--- src/rtl/jtopl_acc.sv ---
// Channel accumulator: sums audible operator outputs over an 18-slot frame and
// emits one saturated signed 16-bit sample per correctly framed sum.
module jtopl_acc #(
  parameter int SLOTS = 18,
  parameter int GAIN  = 0
) (
  input  logic               clk,
  input  logic               rst,
  input  logic               cenop,
  input  logic               zero,
  input  logic signed [13:0] op_result,
  input  logic               op_out,
  input  logic               con_out,
  output logic signed [15:0] snd,
  output logic               sample,
  output logic               locked
);

  localparam logic [0:0] HUNT = 1'b0;
  localparam logic [0:0] RUN  = 1'b1;

  localparam int SW = 19 + GAIN;
  localparam logic signed [SW-1:0] MAX16 = SW'(32767);
  localparam logic signed [SW-1:0] MIN16 = -SW'(32768);

  logic [0:0]         state;
  logic signed [18:0] acc;
  logic signed [18:0] contrib;
  logic [4:0]         cnt;
  logic [4:0]         cnt_next;
  logic               last_slot;
  logic signed [SW-1:0] shifted;
  logic signed [15:0] sat;

  // Modulators only reach the mix when the connection makes them additive.
  assign contrib   = (op_out | con_out) ? 19'(op_result) : '0;
  assign last_slot = (cnt == 5'(SLOTS - 1));

  // The counter never wraps on its own, so a missing zero is always detectable.
  always_comb begin
    cnt_next = cnt + 5'd1;
    if (zero)
      cnt_next = '0;
    else if (cnt >= 5'(SLOTS))
      cnt_next = 5'(SLOTS);
  end

  always_comb begin
    shifted = SW'(acc) <<< GAIN;
    sat     = shifted[15:0];
    if (shifted > MAX16)
      sat = 16'sh7fff;
    else if (shifted < MIN16)
      sat = -16'sh8000;
  end

  always_ff @(posedge clk or posedge rst) begin
    if (rst) begin
      state  <= HUNT;
      acc    <= '0;
      cnt    <= '0;
      snd    <= '0;
      sample <= 1'b0;
      locked <= 1'b0;
    end else begin
      sample <= 1'b0;
      if (cenop) begin
        cnt <= cnt_next;
        case (state)
          HUNT: begin
            if (zero) begin
              acc    <= contrib;
              state  <= RUN;
              locked <= 1'b1;
            end
          end
          RUN: begin
            if (zero) begin
              // An early zero restarts the frame here but drops lock for one slot.
              acc    <= contrib;
              locked <= last_slot;
              if (last_slot) begin
                snd    <= sat;
                sample <= 1'b1;
              end
            end else if (last_slot) begin
              state  <= HUNT;
              acc    <= '0;
              locked <= 1'b0;
            end else begin
              acc    <= acc + contrib;
              locked <= 1'b1;
            end
          end
          default: begin
            state  <= HUNT;
            locked <= 1'b0;
          end
        endcase
      end
    end
  end

endmodule

--- config.mk ---
export PLATFORM = sky130hd
export DESIGN_NAME = jtopl_acc
export DESIGN_NICKNAME = d
export VERILOG_FILES = /design/src/rtl/jtopl_acc.sv
export SDC_FILE = /design/constraint.sdc
export NUM_CORES = 1
export LEC_CHECK = 0
export ABC_AREA = 1
export BUFFER_PORTS_ARGS = -buffer_cell sky130_fd_sc_hd__buf_2
export CAP_MARGIN = 25
export CORE_UTILIZATION = 53
export CTS_BUF_LIST = sky130_fd_sc_hd__clkbuf_16
export CTS_CLUSTER_SIZE = 30
export DETAILED_ROUTE_END_ITERATION = 10
export PLACE_DENSITY = 0.84
export SLEW_MARGIN = 20
export SYNTH_ARGS = -nofsm -noshare
export SYNTH_HDL_FRONTEND = slang
export SYNTH_SLANG_ARGS = --single-unit
--- constraint.sdc ---
create_clock -name clk -period 1.9 [get_ports clk]
set_clock_uncertainty 0.1 [all_clocks]
set_input_delay 0.095 -clock clk [delete_from_list [all_inputs] [get_ports clk]]
set_output_delay 0.095 -clock clk [all_outputs]
set_load 0.01 [all_outputs]
==> flow_metrics.py, run 1 <==
metrics = {
    "critical_path": {
        "path_depth": 11,
        "worstSetupPathType": "flop to flop",
        "path_common_cell": "nand3_2",
        "critical-path-top-delay-family": "simple AND/OR/NAND/NOR gates",
        "slowest_stage": "dfrtp_1",
        "cp_max_fo": 3,
        "worst-path-buf-inv": 0,
        "critPathCaptureType": "flop",
        "crit_required_ns": 2.01,
        "path_cells": "ha_2 -> fa_2 -> nand3_2 -> nand3_2 -> nand2_1 -> nand2_2 -> nand3_2 -> nand2_1 -> nand2_1 -> nand3_2 -> a21oi_2",
        "arrival_ns": 2.15,
        "ff2ff_path_depth": 11,
        "cpPeakStageDelay_ns": 0.39,
        "worstSetupStartpointType": "flop",
    },
    "synth": {
        "synthCells": 453,
        "ys_types": 33,
        "ys_seq_area_share_pct": 33.94,
        "syn_nets": 497,
        "ys_seq_elements": 43,
        "syn-cell-area_um2": 3171,
        "ys.flop_type": "dfrtp_1",
        "synth_async_sr_flop_share_pct": 100.0,
        "yosys.area.top_type": "dfrtp_1",
        "netlist_top_cells_area": "dfrtp_1 34%, nand2_1 14%, ha_1 9.1%",
        "yosysTopAreaCellShare_pct": 33.94,
        "yosysMostFrequentCell": "nand2_1",
        "synth_warnings": 0,
        "avgSynthCellArea_um2": 6.999,
        "synth_commonest_cells": "120 x nand2_1, 71 x nor2_1, 58 x inv_1, 43 x dfrtp_1, 29 x a21oi_1",
        "synth-edff-count": 0,
    },
    "routing": {
        "drc": 0,
        "ant_nets": 0,
        "dr_total_vias": 3867,
        "wl_per_cell_um": 19.39,
        "via_per_inst": 6.237,
        "routed_wl_um": 12020,
        "first_iter_violations": 567,
        "drt-pass1-iter-count": 7,
    },
    "sta": {
        "timing.final.crit_share_pct": 107.3,
        "tightestPinTransition_ns": 0.9811,
        "period_needed_ns": 2.039,
        "finalSetupTns_ns": -0.7307,
        "setup_viol": 11,
        "relSlewSlack_pct": 34.35,
        "rsz0062_at_grt": "yes",
        "hold_viol": 0,
        "slew_violations": 0,
        "holdWs_ns": 0.04174,
        "fmax_mhz": 490.3,
        "layout_setup_ws_ns": -0.1395,
    },
    "power_and_ir_drop": {
        "vdd_drop_max_v": 0.0005700,
        "p_int_w": 0.002611,
        "p_switching_w": 0.001955,
        "power_frac_seq_pct": 27.1,
        "switching_share_pct": 42.81,
        "clockPowerShare_pct": 18.3,
        "p_leak_nw": 2.287,
        "combPwrFrac_pct": 54.5,
        "power-per-cell-area_nw_per_um2": 1043,
    },
    "cells_and_area": {
        "diodes": 0,
        "multiInputGateArea_um2": 2197,
        "drive_above_1_share_pct": 35.77,
        "finalNetCount": 591,
        "fillers": 305,
        "seq_area_um2": 1076,
        "area_growth_pct": 38.04,
        "fin_cells": 620,
    },
    "clock_network": {
        "cts_root_buffer": "clkbuf_16",
        "cts_max_level": 2,
        "clock_latency_ns": 0.29,
        "cts_sinks": 43,
        "clockBufferDepth": 2,
        "cts_buffers": 5,
        "clk_pin_slew_ns": 0.06,
        "cts_tree": "done",
    },
    "die": {
        "row_count": 27,
        "ios": 38,
        "die_w_um": 79.35,
        "dieHeight_um": 79.35,
        "initial_core_util_pct": 56.20,
        "coreArea_um2": 5642,
        "dieArea_um2": 6296,
    },
    "outcome": {
        "status": "finished, violations left",
        "violations": "negative setup slack",
    },
    "hold_path": {
        "hold_path_class": "input port to flop",
        "worstHoldPathCells": 2,
    },
    "grt": {
        "met2_usage_pct": 50.26,
        "grt_busiest_layer": "met2",
        "grt_pass1_wl_um": 14810,
        "grt_use_met3_pct": 5.862,
        "overflow": 0,
        "first_global_vias": 3283,
        "grt_use_total_pct": 30.26,
        "grt_max_degree": 44,
        "antenna_found_initial": 0,
        "grt_use_met1_pct": 38.28,
    },
    "placed_design": {
        "place.gp.congestion": 1.037,
        "port_buffers": 37,
        "placed_cells": 599,
        "dp_hpwl_um": 6524,
    },
    "job": {
        "maxCapViolCount": 0,
    },
}
[flip-flops by register name, summed over array words and instances (netlist names)]
register  count
sample        1
cnt           5
locked        1
acc          19
state         1
snd          16
[cell usage in the layout, fill, tap and decap left out, drive strengths merged, types with 3 or more instances in the layout]
cell type	n
nand2	122
buf	95
nor2	74
inv	59
dfrtp	43
o21ai	34
a21oi	29
nand3	26
ha	23
nand3b	6
clkbuf	5
or2	4
nor3	4
a21boi	4
a221oi	3
xor2	3
a31oi	3
[routing by layer]
layer | up-vias | part of all wire [%] | routed length [µm]
met4 | 0 | 6.8 | 812
met1 | 1736 | 36 | 4314
met5 | - | 0 | 0
met2 | 373 | 45 | 5454
met3 | 109 | 12 | 1440
li1 | 1649 | - | -
[power groups by stage]
stage               clock, W  sequential (W)  combinational [W]
floorplan                  0         0.00119            0.00110
global placement           0         0.00120            0.00171
detailed placement         0         0.00121            0.00176
CTS                 0.000837         0.00120            0.00188
global route        0.000889         0.00125            0.00265
finish              0.000838         0.00124            0.00249
[final cells by class]
class	instances	share of cell area, %
sequential	43	24.59
inverter	59	5.146
timing repair buffer	96	14.78
clock inverter	3	0.3716
multi-input combinational	342	50.20
tap	72	2.058
clock buffer	5	2.859
[path summary, 6_finish.rpt]
check	start	end	slack [ns]
setup reg to reg	acc[0]	acc[14]	-0.14
hold / removal	cenop	cnt[2]	0.04
max in group asynchronous	rst	cnt[1]	0.94
min in group asynchronous	rst	acc[15]	0.39
setup / recovery	acc[0]	acc[14]	-0.14
hold reg to reg	snd[14]	snd[14]	0.38
[metrics by stage]
stage | cell area [µm²] | util (%) | worst slack [ns] | power (W)
global placement | 3752 | 66.51 | -0.3284 | 0.002906
finish | 4377 | 77.58 | -0.1395 | 0.004566
floorplan | 3177 | - | 0.005479 | 0.002283
CTS | 4010 | 71.08 | 0.0006906 | 0.003911
global route | 4377 | 77.58 | -0.2048 | 0.004786
detailed placement | 3752 | 66.51 | -0.3634 | 0.002968
[cell families (layout without fill, tap and decap cells)]
logic type	count (synthesis)	in the layout	share of synthesized area [%]
buffers and inverters	68	163	8.721
AOI/OAI and AO/OA	77	77	14.64
adders and majority gates	24	24	9.708
xor gates and xnor gates	3	3	0.8289
DFF	43	43	33.94
and+or+nand+nor	238	238	32.16
[what timing repair did]
action | in CTS | in global routing
pin swaps | 4 | 28
endpoints found under the setup margin | 12 | 15
setup buffers | 2 | 10
endpoints found under the hold margin | 43 | 0
hold buffers | 1 | 0
gates resized for setup | 19 | 68
(Power assumes the default switching activity.)
==> run 2: changes to the inputs <==
SETUP_SLACK_MARGIN = 0.15   (was not set)
==> flow_metrics.py, run 2 (same netlist as run 1, synthesis figures left out) <==
metrics = {
    "cells_and_area": {
        "largest_register_ffs": 19,
        "fillers": 252,
        "top_register": "acc",
        "mostFrequentLayoutCells": "71 x nand2_1, 53 x nor2_1, 51 x buf_4",
        "final_cell_area_um2": 4833,
        "reg_top3": "acc (19), snd (16), cnt (5)",
        "finalNetCount": 593,
        "drive_above_1_share_pct": 49.54,
        "area_growth_pct": 52.45,
        "multiInputGateArea_um2": 2605,
        "final_common_cell": "nand2_1",
        "seq_area_um2": 1076,
        "diodes": 0,
        "fin_util_pct": 85.67,
    },
    "sta": {
        "hold_viol": 0,
        "slew_violations": 0,
        "setup_viol": 12,
        "layout_setup_ws_ns": -0.1775,
        "rsz0062_at_grt": "yes",
        "period_needed_ns": 2.078,
        "tightestPinTransition_ns": 0.6337,
        "relSlewSlack_pct": 57.71,
        "timing.final.crit_share_pct": 109.3,
        "fmax_mhz": 481.3,
    },
    "critical_path": {
        "cp-endpoint": "acc[14]",
        "crit_required_ns": 2.01,
        "rr_startpoint": "acc[0]",
        "critPathCaptureType": "flop",
        "arrival_ns": 2.19,
        "startpoint": "acc[0]",
        "worstSetupStartpointType": "flop",
        "worstSetupPathType": "flop to flop",
        "ff2ff_path_depth": 11,
        "r2r-end": "acc[14]",
        "r2r_setup_slack_ns": -0.18,
        "cp_max_fo": 3,
    },
    "job": {
        "maxCapViolCount": 0,
    },
    "clock_network": {
        "cts_root_buffer": "clkbuf_16",
        "clock_latency_ns": 0.29,
        "clockBufferDepth": 2,
        "cts_max_level": 2,
        "cts_sinks": 43,
        "clk_pin_slew_ns": 0.07,
        "cts_buffers": 5,
        "cts_tree": "done",
    },
    "routing": {
        "via_per_inst": 6.572,
        "ant_nets": 0,
        "routed_wl_um": 13750,
        "dr_total_vias": 4081,
        "wl_per_cell_um": 22.14,
        "wl_met2_um": 6204,
        "drt-pass1-iter-count": 7,
        "first_iter_violations": 603,
        "wl_met3_um": 1606,
        "wl_met1_um": 4983,
        "top_layer": "met4",
        "drc": 0,
    },
    "grt": {
        "overflow": 0,
        "first_global_vias": 3602,
        "antenna_found_initial": 0,
        "grt_max_degree": 44,
        "grt_use_total_pct": 35.48,
        "grt_pass1_wl_um": 16990,
    },
    "power_and_ir_drop": {
        "vdd_drop_max_v": 0.0007275,
        "power-per-cell-area_nw_per_um2": 1049,
        "p_leak_nw": 2.383,
    },
    "die": {
        "coreArea_um2": 5642,
        "initial_core_util_pct": 56.20,
        "ios": 38,
        "dieHeight_um": 79.35,
        "row_count": 27,
        "dieArea_um2": 6296,
        "die_w_um": 79.35,
    },
    "outcome": {
        "status": "finished, violations left",
        "violations": "negative setup slack",
    },
    "placed_design": {
        "dp_hpwl_um": 6653,
        "port_buffers": 37,
        "postPlaceCellArea_um2": 3829,
        "place.gp.congestion": 0.9770,
    },
    "hold_path": {
        "hold_path_class": "input port to flop",
    },
}
==> run 2: final cells by class <==
type,instances,area share (%)
clock buffer,5,2.589
clock inverter,2,0.1812
inverter,59,4.763
multi-input combinational,343,53.90
sequential,43,22.26
tap,72,1.864
timing repair buffer,97,14.44
==> run 2: timing repair <==
item / CTS / global route
setup endpoints to repair: 17 / 36
pin swaps: 30 / 50
setup buffers: 9 / 10
hold buffers: 1 / 0
endpoints found under the hold margin: 43 / 0
gates resized for setup: 73 / 113
cloned: 1 / 0
==> run 2: worst min path at each step <==
stage,startpoint,slack (ns),to,cells after the start
after floorplan,cenop,0.15,sample,2
after global placement,rst,0.15,acc[14],3
after detailed placement,rst,0.16,snd[13],3
after CTS,cenop,0.04,cnt[2],2
after global routing,cenop,0.06,cnt[2],2
final,cenop,0.05,cnt[2],2
==> run 2: worst max-delay path, stage by stage (launching register included) <==
cell and delay, ns:
dfrtp_1 0.40, ha_2 0.22, fa_2 0.36, nand3_2 0.11, nand3_2 0.12, nand2_2 0.11, nand2_2 0.09, nand3_2 0.12
nand2_1 0.06, nand2_1 0.09, nand3_2 0.09, a21oi_2 0.13
==> run 2: per-layer routing <==
layer  GRT usage [%]  up-vias
met1           43.06     1907
met5               0        -
met4           22.55        0
met2           58.79      405
li1                -     1649
met3           4.943      120
==> run 2: through the flow <==
step	power (W)	std cells	TNS (ns)	setup WS (ns)	hold slack, ns
CTS	0.004178	611	-0.01190	-0.01190	0.03665
detailed placement	0.003028	593	-2.304	-0.3127	0.1589
global placement	0.002960	593	-1.465	-0.2724	0.1522
global route	0.005221	621	-2.069	-0.2323	0.05622
finish	0.005068	621	-1.350	-0.1775	0.04637
floorplan	0.002385	453	0	0.1542	0.1462
==> run 2: where the power goes <==
| group | leakage, nW | total, W | switching (W) | internal (W) |
|---|---|---|---|---|
| sequential | 0.542 | 0.00128 | 0.000226 | 0.00106 |
| clock | 0.0671 | 0.000842 | 0.000368 | 0.000474 |
| combinational | 1.77 | 0.00294 | 0.00171 | 0.00124 |
| total | 2.38 | 0.00507 | 0.00230 | 0.00277 |
==> run 3: changes to the inputs <==
ABC_AREA = not set   (was 1)
CORE_UTILIZATION = 52   (was 53)
PLACE_DENSITY = 0.83   (was 0.84)
RECOVER_POWER = 50   (was not set)
SETUP_SLACK_MARGIN = not set   (was 0.15)
==> flow_metrics.py, run 3 <==
metrics = {
    "clock_network": {
        "clock_latency_ns": 0.29,
        "cts_root_buffer": "clkbuf_16",
        "cts_buffers": 5,
        "cts_sinks": 43,
        "cts_max_level": 2,
        "cts_tree": "done",
        "clockBufferDepth": 2,
        "clk_pin_slew_ns": 0.07,
    },
    "cells_and_area": {
        "top_register": "acc",
        "area_growth_pct": 46.18,
        "drive_above_1_share_pct": 40.54,
        "finalNetCount": 488,
        "mostFrequentLayoutCells": "73 x buf_4, 57 x nand2_1, 40 x dfrtp_1",
        "largest_register_ffs": 19,
        "reg_top3": "acc (19), snd (16), cnt (5)",
        "final_cell_area_um2": 4234,
        "final_common_cell": "buf_4",
        "fin_cells": 514,
        "diodes": 0,
    },
    "critical_path": {
        "critPathCaptureType": "flop",
        "arrival_ns": 2.57,
        "worstSetupStartpointType": "flop",
        "crit_required_ns": 1.97,
        "worstSetupPathType": "flop to flop",
        "cp_max_fo": 4,
    },
    "placed_design": {
        "pre_cts_ws_ns": -0.7176,
        "placed_cells": 488,
        "place.gp.congestion": 0.8720,
        "postPlaceCellArea_um2": 3689,
        "dp_hpwl_um": 5658,
        "port_buffers": 37,
    },
    "synth": {
        "yosysTopAreaCellShare_pct": 37.15,
        "synth_top_family_by_area": "compound AO/OA/AOI/OAI gates",
        "yosys.area.top_type": "dfrtp_1",
        "synth_compound_area_share_pct": 25.87,
        "yosys.area_share.adder_pct": 10.63,
        "syn_nets": 377,
        "ys.flop_type": "dfrtp_1",
        "yosysMostFrequentCell": "nand2_1",
        "avgSynthCellArea_um2": 8.698,
        "ys_seq_area_share_pct": 37.15,
        "ys_seq_elements": 43,
        "synthCells": 333,
        "synth.area.mux_share_pct": 1.771,
        "syn-cell-area_um2": 2897,
        "ys_types": 46,
        "synth_xor_xnor_area_share_pct": 3.629,
        "synth-edff-count": 0,
        "synth_async_sr_flop_share_pct": 100.0,
        "synth_warnings": 0,
        "netlist_top_cells_area": "dfrtp_1 37%, ha_1 9.9%, nand2_1 7.5%",
        "synthSimpleGateAreaFrac_pct": 18.53,
        "synth_commonest_cells": "58 x nand2_1, 43 x dfrtp_1, 34 x o21ai_0, 23 x ha_1, 22 x a21oi_1",
    },
    "power_and_ir_drop": {
        "power-per-cell-area_nw_per_um2": 1013,
        "p_leak_nw": 2.032,
        "vdd_drop_max_v": 0.0005274,
    },
    "hold_path": {
        "hold_path_class": "input port to flop",
    },
    "die": {
        "coreArea_um2": 5238,
        "ios": 38,
        "row_count": 26,
        "initial_core_util_pct": 55.30,
        "die_w_um": 76.64,
        "dieArea_um2": 5873,
        "dieHeight_um": 76.64,
    },
    "job": {
        "maxCapViolCount": 0,
    },
    "sta": {
        "setup_viol": 29,
        "timing.final.crit_share_pct": 131.9,
        "fmax_mhz": 399.1,
        "slew_violations": 0,
        "finalSetupTns_ns": -6.233,
        "layout_setup_ws_ns": -0.6056,
        "hold_viol": 0,
        "tightestPinTransition_ns": 1.099,
        "period_needed_ns": 2.506,
        "relSlewSlack_pct": 26.71,
        "rsz0062_at_grt": "yes",
    },
    "routing": {
        "routed_wl_um": 10760,
        "via_per_inst": 6.582,
        "drc": 0,
        "first_iter_violations": 451,
        "ant_nets": 0,
        "wl_per_cell_um": 20.93,
        "dr_total_vias": 3383,
        "drt-pass1-iter-count": 5,
    },
    "grt": {
        "first_global_vias": 3043,
        "grt_max_degree": 44,
        "overflow": 0,
        "grt_pass1_wl_um": 14790,
        "antenna_found_initial": 0,
        "grt_use_total_pct": 32.02,
    },
    "outcome": {
        "status": "finished, violations left",
        "violations": "negative setup slack",
    },
}
-- run 3: what timing repair did --
action / 4_1_cts / 5_1_grt
resized for setup: 28 / 52
hold endpoints to repair: 43 / 0
setup buffers: 7 / 11
hold buffers: 1 / 0
pin swaps: 24 / 46
cloned: 0 / 1
setup endpoints to repair: 29 / 33
-- run 3: logic make-up after synthesis --
logic type | count (synthesis)
AND/OR/NAND/NOR | 115
adder cells (fa/ha/maj) | 24
XOR/XNOR | 12
multiplexers | 5
AO/OA/AOI/OAI | 116
flip-flops | 43
buffers and inverters | 18
-- run 3: worst max-delay path, stage by stage, from the launching register on --
cell	delay [ns]
dfrtp_1	0.42
buf_6	0.15
fa_2	0.41
a211oi_2	0.28
o21ai_2	0.15
nand3_2	0.15
a21oi_2	0.07
a211oi_2	0.27
mux2i_1	0.29
nand2_1	0.09
-- run 3: routing by layer --
layer | up-vias | global-route usage (%) | wire length (µm)
met1 | 1593 | 41.53 | 3991
met4 | 0 | 12.69 | 643
met3 | 72 | 4.551 | 1167
met5 | - | 0 | 0
li1 | 1425 | - | -
met2 | 293 | 53.78 | 4956
-- run 3: report_power, final --
| part | internal (W) | switching, W |
|---|---|---|
| sequential | 0.00104 | 0.000185 |
| clock | 0.000473 | 0.000360 |
| combinational | 0.00108 | 0.00115 |
| total | 0.00259 | 0.00169 |
-- run 3: layout make-up --
type | count | area (µm²)
multi-input combinational | 272 | 2140
sequential | 43 | 1080
fill | 294 | 1003
timing repair buffer | 116 | 770.7
clock buffer | 5 | 125.1
tap | 70 | 87.58
inverter | 6 | 22.52
clock inverter | 2 | 8.758
-- run 3: worst paths after layout --
kind / start / end / slack (ns) / cells after the start
max: acc[1] / acc[18] / -0.61 / 9
min: zero / cnt[4] / 0.04 / 2
max reg2reg: acc[1] / acc[18] / -0.61 / 9
min reg2reg: snd[10] / snd[10] / 0.38 / 2
max in group asynchronous: rst / cnt[0] / 0.34 / 4
min in group asynchronous: rst / acc[5] / 0.60 / 4
-- run 3: metrics by stage --
stage	total power, W	hold WS, ns	util, %
2_1_floorplan	0.002229	0.2509	-
3_3_place_gp	0.002800	0.1533	70.43
3_5_place_dp	0.002875	0.1645	70.43
4_1_cts	0.003862	0.01199	77.02
5_1_grt	0.004434	0.07182	80.84
6_report	0.004287	0.03766	80.84
